==> src/rtl/audio_tdm_port.sv <==
// ---------------------------------------------------------------------------
// audio_tdm_port
//
// Master-mode audio serial port for codec links. With NUM_SLOTS=2 the frame is
// standard I2S; larger even slot counts give a TDM frame. The port derives the
// bit clock and frame clock from i_clk, serialises one DAC sample per slot and
// deserialises one ADC sample per slot into a parallel per-frame word.
//
// Ports
//   i_clk            system clock
//   i_reset          asynchronous, active-high reset
//   iS_dac_data      per-slot DAC samples, slot s at [s*SAMPLE_WIDTH +: SAMPLE_WIDTH]
//   i_dac_valid      per-slot write strobe
//   o_dac_underrun   1-cycle pulse per slot that was not refreshed before frame load
//   o_frame_start    1-cycle pulse at frame load
//   oS_adc_data      last complete ADC frame, same slot packing as iS_dac_data
//   o_adc_valid      1-cycle pulse when oS_adc_data updates
//   o_bclk           bit clock
//   o_lrclk          frame clock (high in the second half of the frame)
//   o_dacData        serial DAC data, changes on bclk falling edges only
//   i_adcData        serial ADC data, already synchronised to i_clk
//   o_underrun_count 16-bit saturating underrun total (only with the macro)
//
// Build option
//   AUDIO_TDM_UNDERRUN_COUNT_EN  adds o_underrun_count.
// ---------------------------------------------------------------------------
module audio_tdm_port #(
  parameter int NUM_SLOTS    = 2,
  parameter int SAMPLE_WIDTH = 16,
  parameter int SLOT_WIDTH   = 32,
  parameter int BCLK_DIV     = 4
) (
  input  logic                              i_clk,
  input  logic                              i_reset,
  input  logic [NUM_SLOTS*SAMPLE_WIDTH-1:0] iS_dac_data,
  input  logic [NUM_SLOTS-1:0]              i_dac_valid,
  output logic [NUM_SLOTS-1:0]              o_dac_underrun,
  output logic                              o_frame_start,
  output logic [NUM_SLOTS*SAMPLE_WIDTH-1:0] oS_adc_data,
  output logic                              o_adc_valid,
  output logic                              o_bclk,
  output logic                              o_lrclk,
  output logic                              o_dacData,
  input  logic                              i_adcData
`ifdef AUDIO_TDM_UNDERRUN_COUNT_EN
  ,
  output logic [15:0]                       o_underrun_count
`endif
);

  localparam int DIV_W  = $clog2(BCLK_DIV);
  localparam int SLOT_W = (NUM_SLOTS > 1) ? $clog2(NUM_SLOTS) : 1;
  localparam int POS_W  = $clog2(SLOT_WIDTH);
  localparam int BIT_W  = (SAMPLE_WIDTH > 1) ? $clog2(SAMPLE_WIDTH) : 1;

  // The frame bit counter is kept as a (slot, position-in-slot) pair so the
  // bit mapping needs no divider: bit_cnt = slot_q*SLOT_WIDTH + pos_q.
  logic [DIV_W-1:0]  div_q,  div_d;
  logic              bclk_q, bclk_d;
  logic [SLOT_W-1:0] slot_q, slot_d;
  logic [POS_W-1:0]  pos_q,  pos_d;
  logic              lrclk_q, lrclk_d;
  logic              dac_bit_q, dac_bit_d;

  logic              tick, fall_ev, rise_ev, frame_load;
  logic              cur_mapped, nxt_mapped;
  logic [BIT_W-1:0]  cur_bit, nxt_bit;

  logic [NUM_SLOTS-1:0][SAMPLE_WIDTH-1:0] hold_q;      // latest DSP write per slot
  logic [NUM_SLOTS-1:0][SAMPLE_WIDTH-1:0] dac_frame_q; // frame being transmitted
  logic [NUM_SLOTS-1:0][SAMPLE_WIDTH-1:0] cap_q;       // ADC frame being captured
  logic [NUM_SLOTS-1:0][SAMPLE_WIDTH-1:0] adc_q;       // last published ADC frame
  logic [NUM_SLOTS-1:0]                   fresh_q;
  logic [NUM_SLOTS-1:0]                   underrun_q;
  logic                                   frame_start_q;
  logic                                   adc_valid_q;
  logic                                   adc_primed_q;

  always_comb begin
    tick       = (div_q == DIV_W'(BCLK_DIV - 1));
    div_d      = tick ? '0 : div_q + 1'b1;
    bclk_d     = tick ? ~bclk_q : bclk_q;
    fall_ev    = tick & bclk_q;
    rise_ev    = tick & ~bclk_q;
    frame_load = fall_ev && (slot_q == SLOT_W'(NUM_SLOTS - 1)) &&
                 (pos_q == POS_W'(SLOT_WIDTH - 1));

    slot_d = slot_q;
    pos_d  = pos_q;
    if (fall_ev) begin
      if (pos_q == POS_W'(SLOT_WIDTH - 1)) begin
        pos_d  = '0;
        slot_d = (slot_q == SLOT_W'(NUM_SLOTS - 1)) ? '0 : slot_q + 1'b1;
      end else begin
        pos_d = pos_q + 1'b1;
      end
    end

    lrclk_d = (slot_d >= SLOT_W'(NUM_SLOTS / 2));

    // Position p in 1..SAMPLE_WIDTH carries sample bit k=p-1 (k=0 is the MSB,
    // one bclk after the slot boundary), i.e. vector index SAMPLE_WIDTH-p.
    cur_mapped = (pos_q != '0) && (int'(pos_q) <= SAMPLE_WIDTH);
    nxt_mapped = (pos_d != '0) && (int'(pos_d) <= SAMPLE_WIDTH);
    cur_bit    = BIT_W'(SAMPLE_WIDTH - int'(pos_q));
    nxt_bit    = BIT_W'(SAMPLE_WIDTH - int'(pos_d));
    dac_bit_d  = nxt_mapped ? dac_frame_q[slot_d][nxt_bit] : 1'b0;
  end

  // i_dac_valid is a plain write strobe with no backpressure: a slot is written
  // on every cycle its bit is high, the last write before a frame load is the
  // one transmitted, and a write sampled on the load edge itself lands after
  // the load (it counts for the following frame).
  always_ff @(posedge i_clk or posedge i_reset) begin
    if (i_reset) begin
      div_q         <= '0;
      bclk_q        <= 1'b0;
      slot_q        <= SLOT_W'(NUM_SLOTS - 1);
      pos_q         <= POS_W'(SLOT_WIDTH - 1);
      lrclk_q       <= 1'b0;
      dac_bit_q     <= 1'b0;
      hold_q        <= '0;
      dac_frame_q   <= '0;
      cap_q         <= '0;
      adc_q         <= '0;
      fresh_q       <= '0;
      underrun_q    <= '0;
      frame_start_q <= 1'b0;
      adc_valid_q   <= 1'b0;
      adc_primed_q  <= 1'b0;
    end else begin
      div_q         <= div_d;
      bclk_q        <= bclk_d;
      slot_q        <= slot_d;
      pos_q         <= pos_d;
      frame_start_q <= frame_load;
      adc_valid_q   <= frame_load & adc_primed_q;
      underrun_q    <= frame_load ? ~fresh_q : '0;

      if (fall_ev) begin
        lrclk_q   <= lrclk_d;
        dac_bit_q <= dac_bit_d;
      end

      if (rise_ev && cur_mapped) begin
        cap_q[slot_q][cur_bit] <= i_adcData;
      end

      if (frame_load) begin
        dac_frame_q  <= hold_q;
        fresh_q      <= '0;
        adc_primed_q <= 1'b1;
        // The partial frame captured before the first load is discarded.
        if (adc_primed_q) begin
          adc_q <= cap_q;
        end
      end

      // Placed after the load clear so a coincident write keeps fresh set.
      for (int s = 0; s < NUM_SLOTS; s++) begin
        if (i_dac_valid[s]) begin
          hold_q[s]  <= iS_dac_data[s*SAMPLE_WIDTH +: SAMPLE_WIDTH];
          fresh_q[s] <= 1'b1;
        end
      end
    end
  end

`ifdef AUDIO_TDM_UNDERRUN_COUNT_EN
  logic [15:0] ucnt_q;
  logic [16:0] ucnt_sum;

  // Adds the underrun flags produced by this load; bit 16 signals overflow.
  always_comb begin
    ucnt_sum = {1'b0, ucnt_q};
    for (int s = 0; s < NUM_SLOTS; s++) begin
      ucnt_sum = ucnt_sum + {16'd0, ~fresh_q[s]};
    end
  end

  always_ff @(posedge i_clk or posedge i_reset) begin
    if (i_reset) begin
      ucnt_q <= '0;
    end else if (frame_load) begin
      ucnt_q <= ucnt_sum[16] ? 16'hFFFF : ucnt_sum[15:0];
    end
  end

  assign o_underrun_count = ucnt_q;
`endif

  assign o_bclk         = bclk_q;
  assign o_lrclk        = lrclk_q;
  assign o_dacData      = dac_bit_q;
  assign o_frame_start  = frame_start_q;
  assign o_dac_underrun = underrun_q;
  assign o_adc_valid    = adc_valid_q;
  assign oS_adc_data    = adc_q;

endmodule
==> config.mk <==
export PLATFORM = sky130hd
export DESIGN_NAME = audio_tdm_port
export DESIGN_NICKNAME = d
export VERILOG_FILES = /design/src/rtl/audio_tdm_port.sv
export SDC_FILE = /design/constraint.sdc
export NUM_CORES = 1
export LEC_CHECK = 0
export CAP_MARGIN = 20
export CORE_MARGIN = 3
export CORE_UTILIZATION = 39
export DETAILED_ROUTE_END_ITERATION = 12
export MAX_ROUTING_LAYER = met4
export PLACE_DENSITY = 0.69
export SKIP_LAST_GASP = 1
export SLEW_MARGIN = 5
export SYNTH_ARGS = -nofsm -noshare
export SYNTH_HDL_FRONTEND = slang
export SYNTH_SLANG_ARGS = --single-unit
==> constraint.sdc <==
create_clock -name i_clk -period 5.24 [get_ports i_clk]
set_clock_uncertainty 0.15 [all_clocks]
set_input_delay 1.048 -clock i_clk [delete_from_list [all_inputs] [get_ports i_clk]]
set_output_delay 1.048 -clock i_clk [all_outputs]
set_load 0.02 [all_outputs]
==> metrics.md, run 1 <==
| Metric | Value |
|---|---|
| Most frequent cells in the layout | dfrtp_1, nand2_1, mux2_2 |
| Clock Tree Root | clkbuf_16 |
| Synth Warn # | 0 |
| Part of the Yosys area used for sequential elements | 0.5788 |
| DR DRC count | 0 |
| DR pass1 iterations | 4 |
| Cell Area, Placed | 7226 um^2 |
| Setup crit end kind | register |
| Initial Util | 0.4070 |
| Commonest non-fill, non-tap cell in the layout | dfrtp_1 |
| Starting DRT DRC Count | 288 |
| Clock tree from TritonCTS | yes |
| Worst Hold Launch | fresh_q[1] |
| RD Place Congestion | 0.8893 |
| Setup crit start kind | register |
| CP dominant cell by count | ha_1 |
| Max-slew headroom | 0.3446 |
| CTS sink cnt | 146 |
| Ys async rst share | 1.000 |
| Buffers added on ports | 75 |
| Fillers | 1,401 |
| Crit path DAT | 3.60 ns |
| Top cell type's share of synthesized area | 0.5539 |
| Area of the multi-input gates | 2485 um^2 |
| Slowest cell delay on critical path | 0.65 ns |
| Post-Syn Area | 6325 um^2 |
| Total negative slack | 0 ns |
| Leading area contributor after synthesis | dfrtp_1 |
| Final core utilization | 0.5050 |
| Layout cells sized above 1 | 0.2496 |
| Die height | 133.3 um |
| Dpl ws | 1.721 ns |
| Least-Margin Pin Slew | 0.9800 ns |
| Top cells by area, synth | dfrtp_1, mux2_2, nand2_1 |
| Minimum clock period | 3.455 ns |
| CTS max path bufs | 2 |
| Die area | 17,780 um^2 |
| Area grow syn2layout | 24.08% |
| Worst R2R Start | pos_q[0] |
| Final ANT Viol Nets | 0 |
| Final Hold Viols | 0 |
| Wirelength per Cell | 15.36 um |
| LEAKAGE | 3.625 nW |
| Post-Layout Cell Count | 820 |
| Placed Cells | 787 |
| Main synth FF type | dfrtp_1 |
| Clock network fraction of total power | 0.493 |
| Nets | 643 |
| Max-cap violation count | 0 |
| Sequential cell area | 3661 um^2 |
| Gr ovfl total | 0 |
| Comb pwr share | 0.036 |
| Final Max Tran Viols | 0 |
| RSZ-0062 raised after global routing | no |
| Final Setup Violations | 0 |
| Max Fclk | 0.2895 GHz |
| Switching Fraction | 0.2122 |
| Pwr per Cell Area | 316.7 nW/um^2 |
| CP cell instances | ha_1 > and3_1 > ha_1 > nand3_2 > inv_2 > nand2_2 > mux2_1 |
| Post-route setup slack | 1.785 ns |
| Num CTS Buffers | 17 |
| Die width | 133.3 um |
| Syn Nets | 571 |
| Fin crit share | 0.6593 |
| Via-to-Cell Ratio | 4.957 |
| CP max stage cell | dfstp_2 |
| Final WL | 12,600 um |
| Status | complete, no violations |
| Core Rows | 45 |
| Worst skew pair latency | 0.41 ns |
| Post-synth EDFFs | 0 |
| DR vias | 4,065 |
| VDD IR-drop max | 0.0002297 V |
| Hold_buf cts | 0 |
| GR Util All Layers | 0.1533 |
| Worst r2r path cells | 7 |
| Post-CTS sizing | 0 |
| Reg power frac | 0.471 |
| Vias in the first global route | 4,250 |
| Total net switching power | 0.5274 mW |
| Fin area | 7848 um^2 |
| Worst-path fanout max | 36 |
| Synth Register Bits | 146 |
| Hold-critical path depth | 1 |
| Clk slew on worst S/H paths | 0.06 ns |
| HPWL after detailed placement | 8766 um |
| CP required | 5.38 ns |
| First-pass GRT wire length | 21,570 um |
| CP startpoint | pos_q[0] |
| P_int | 1.958 mW |
| Ant diodes | 0 |
| Syn avg cell area | 12.07 um^2 |
| Initial antenna violation count | 0 |
| H-Tree Depth | 4 |
| Crit Path Category | register to register |
| Yosys cell types | 53 |
| CORE AREA | 15,540 um^2 |
| Hold WS | 0.2809 ns |
| Tot Pwr | 2.486 mW |
| Ports | 76 |
| Pin count of the biggest net entering global routing | 125 |
| Mapped Cells | 524 |
| Post-CTS Setup Inserts | 0 |
| HP Class | register to register |
[power by group through the flow]
stage	Clock (mW)	Sequential [mW]	Combinational [mW]
after floorplan	0	1.18	0.0505
after global placement	0	1.19	0.0856
after detailed placement	0	1.19	0.0898
after CTS	1.24	1.17	0.0901
after global routing	1.29	1.17	0.100
final	1.23	1.17	0.0896
[cell type report]
cell class / instances / share of cell area
well taps: 211 / 0.03364
clock buffers: 21 / 0.05612
flip-flops and latches: 146 / 0.4665
inverters: 12 / 0.006378
clock inverters: 11 / 0.01961
multi-input cells: 341 / 0.3166
repair buffers: 78 / 0.1011
[worst max-delay path: cells and delay by family (launching register included)]
kind / cells / cell delay (ns)
AND/OR/NAND/NOR: 3 / 1.24
adder cells (fa/ha/maj): 2 / 0.54
flip-flops: 1 / 0.65
buffers and inverters: 1 / 0.23
multiplexers: 1 / 0.50
[metal layers]
| layer | vias up | share of wire | GRT usage |
|---|---|---|---|
| met5 | - | 0 | - |
| met4 | 0 | 0.0074 | 0.03771 |
| met3 | 10 | 0.035 | 0.03323 |
| met2 | 84 | 0.51 | 0.2531 |
| met1 | 2054 | 0.45 | 0.1942 |
| li1 | 1917 | - | - |
[cells by family after synthesis]
family	synth area share
flip-flops	0.5788
AND/OR/NAND/NOR	0.1114
XOR/XNOR	0.01088
multiplexers	0.1976
AO/OA/AOI/OAI	0.05321
adder cells (fa/ha/maj)	0.01978
buffers and inverters	0.02829
[state kept, by name, summed over array words and instances (netlist names)]
signal and flops:
adc_primed_q 1, cap_q 32, dac_frame_q 32, div_q 2, fresh_q 2, hold_q 32, oS_adc_data 32, o_adc_valid 1
o_bclk 1, o_dacData 1, o_dac_underrun 2, o_frame_start 1, o_lrclk 1, pos_q 5, slot_q 1
[cell usage after synthesis, types with 5 or more instances]
library cell / n
dfstp_2: 6
mux2_2: 97
o21ai_0: 7
mux2i_1: 11
buf_2: 8
nor2_1: 41
inv_1: 11
nand2_1: 109
xnor2_1: 5
clkbuf_1: 9
ha_1: 10
dfrtp_1: 140
[path summary, 6_finish.rpt]
kind                                           to  slack [ns]
worst min-delay path            o_dac_underrun[1]        0.28
max in group asynchronous         oS_adc_data[14]        3.04
worst max register to register     oS_adc_data[8]        1.79
min in group asynchronous         oS_adc_data[23]        0.89
worst max-delay path               oS_adc_data[8]        1.79
worst min register to register  o_dac_underrun[1]        0.28
No activity file was read; power rests on OpenSTA's default activity.
==> inputs of run 2 (changes only) <==
Settings changed: PLACE_DENSITY 0.69 to 0.67.
Clock period 5.24 ns to 3.45 ns, I/O delays scaled along.
==> run 2 against run 1 <==
  * Clock-buffer cell count shrank 1
  * Sequential share of layout area shrank 0.17 points
  * Non-clock buffer count grew 2
  * Maximum frequency grew 5.2%
==> metrics.md, run 2 (same netlist as run 1, synthesis figures left out) <==
| Metric | Value |
|---|---|
| Status | complete, no violations |
| CTS sink cnt | 146 |
| Max-slew headroom | 0.3542 |
| Die width | 133.3 um |
| CORE AREA | 15,540 um^2 |
| Placed Cells | 790 |
| Area grow syn2layout | 24.53% |
| DR pass1 iterations | 4 |
| Nets | 645 |
| Met3 Usage GRT | 0.04267 |
| Grt peak-use layer | met2 |
| Final Hold Viols | 0 |
| RSZ-0062 raised after global routing | no |
| Clock Tree Root | clkbuf_16 |
| H-Tree Depth | 4 |
| Wirelength per Cell | 15.07 um |
| HP Class | register to register |
| Fin crit share | 0.9519 |
| Final ANT Viol Nets | 0 |
| First-pass GRT wire length | 21,310 um |
| CP required | 3.58 ns |
| Clk slew on worst S/H paths | 0.06 ns |
| Total negative slack | 0 ns |
| Worst-path fanout max | 11 |
| CP max stage cell | dfstp_2 |
| HPWL after detailed placement | 8772 um |
| Ant diodes | 0 |
| Most frequent cells in the layout | dfrtp_1, nand2_1, mux2_2 |
| Commonest non-fill, non-tap cell in the layout | dfrtp_1 |
| Minimum clock period | 3.284 ns |
| Core Rows | 45 |
| Post-CTS Setup Inserts | 0 |
| LEAKAGE | 3.656 nW |
| Pwr per Cell Area | 485.1 nW/um^2 |
| Max-cap violation count | 0 |
| Grt met1 use | 0.1918 |
| Dpl ws | 0.2814 ns |
| Crit Path Category | register to register |
| Setup crit start kind | register |
| Max Fclk | 0.3045 GHz |
| Ports | 76 |
| Vias in the first global route | 4,222 |
| Final Max Tran Viols | 0 |
| CP cell instances | ha_1 > and3_1 > ha_1 > o211a_4 > nor2_8 > inv_1 > ha_1 > a21o_2 > a221oi_1 > o21ai_0 > o311ai_0 > a31oi_1 |
| DR DRC count | 0 |
| Clock tree from TritonCTS | yes |
| Met2 Resource Use GR | 0.2435 |
| Initial antenna violation count | 0 |
| Setup crit end kind | register |
| Initial Util | 0.4070 |
| Final WL | 12,370 um |
| VDD IR-drop max | 0.0003247 V |
| Layout cells sized above 1 | 0.2557 |
| Tot Pwr | 3.821 mW |
| Die height | 133.3 um |
| Final Setup Violations | 0 |
| Fillers | 1,399 |
| CTS max path bufs | 2 |
| Final core utilization | 0.5068 |
| Buffers & Inverters on Critical Path | 1 |
| Least-Margin Pin Slew | 0.9657 ns |
| Gr ovfl total | 0 |
| Delay-heaviest family, CP | compound AO/OA/AOI/OAI gates |
| Starting DRT DRC Count | 273 |
| Via-to-Cell Ratio | 4.927 |
| Pin count of the biggest net entering global routing | 60 |
| Post-CTS sizing | 0 |
| Crit path DAT | 3.42 ns |
| Die area | 17,780 um^2 |
| Post-Layout Cell Count | 821 |
| CP dominant cell by count | ha_1 |
| RD Place Congestion | 0.8944 |
| Slack of the worst reg-to-reg path | 0.17 ns |
| DR vias | 4,045 |
| Worst skew pair latency | 0.42 ns |
| Slowest cell delay on critical path | 0.65 ns |
| Hold_buf cts | 0 |
| Buffers added on ports | 75 |
| Post-route setup slack | 0.1660 ns |
| Num CTS Buffers | 17 |
| GR Util All Layers | 0.1539 |
## run 2: cell count changes in the layout (fill, tap and decap cells not counted)
cell        before  now
clkinv_2         0    5
buf_12           0    1
bufinv_16        3    4
clkbuf_8         0    2
clkbuf_1         4    1
clkinvlp_4       5    3
inv_6            4    0
buf_16           1    0
buf_4            2    4
## run 2: layer usage
metal	wire, um	vias up	part of all wire
met1	5524	2009	0.45
met3	551	20	0.045
li1	-	1921	-
met4	168	0	0.014
met5	0	-	0
met2	6126	95	0.50
## run 2: final timing paths
path,cells past startpoint,end,from
min in group asynchronous,2,oS_adc_data[22],i_reset
setup reg to reg,12,o_dacData,pos_q[0]
setup / recovery,12,o_dacData,pos_q[0]
max in group asynchronous,3,hold_q[5],i_reset
hold reg to reg,1,o_dac_underrun[1],fresh_q[1]
hold / removal,1,o_dac_underrun[1],fresh_q[1]
## run 2: area by class of cell
type / instances / area [um^2] / share of cell area
Sequential cell: 146 / 3661 / 0.4648
Multi-Input combinational cell: 341 / 2485 / 0.3155
Timing Repair Buffer: 80 / 800.8 / 0.1017
Clock buffer: 20 / 456.7 / 0.05798
Tap cell: 211 / 264.0 / 0.03352
Clock inverter: 11 / 160.2 / 0.02033
Inverter: 12 / 48.80 / 0.006195
## run 2: where the power goes
part           leakage (nW)  internal (mW)  total (mW)  switching, mW
Combinational          1.43         0.0756       0.135         0.0593
Clock                 0.301           1.24        1.91          0.673
Sequential             1.92           1.75        1.78         0.0225
## run 2: stage by stage
stage,area (um^2),hold slack [ns]
after detailed placement,7259,0.2783
after CTS,7876,0.2859
after floorplan,6329,0.2540
after global placement,7259,0.2685
after global routing,7876,0.3080
final,7876,0.2814
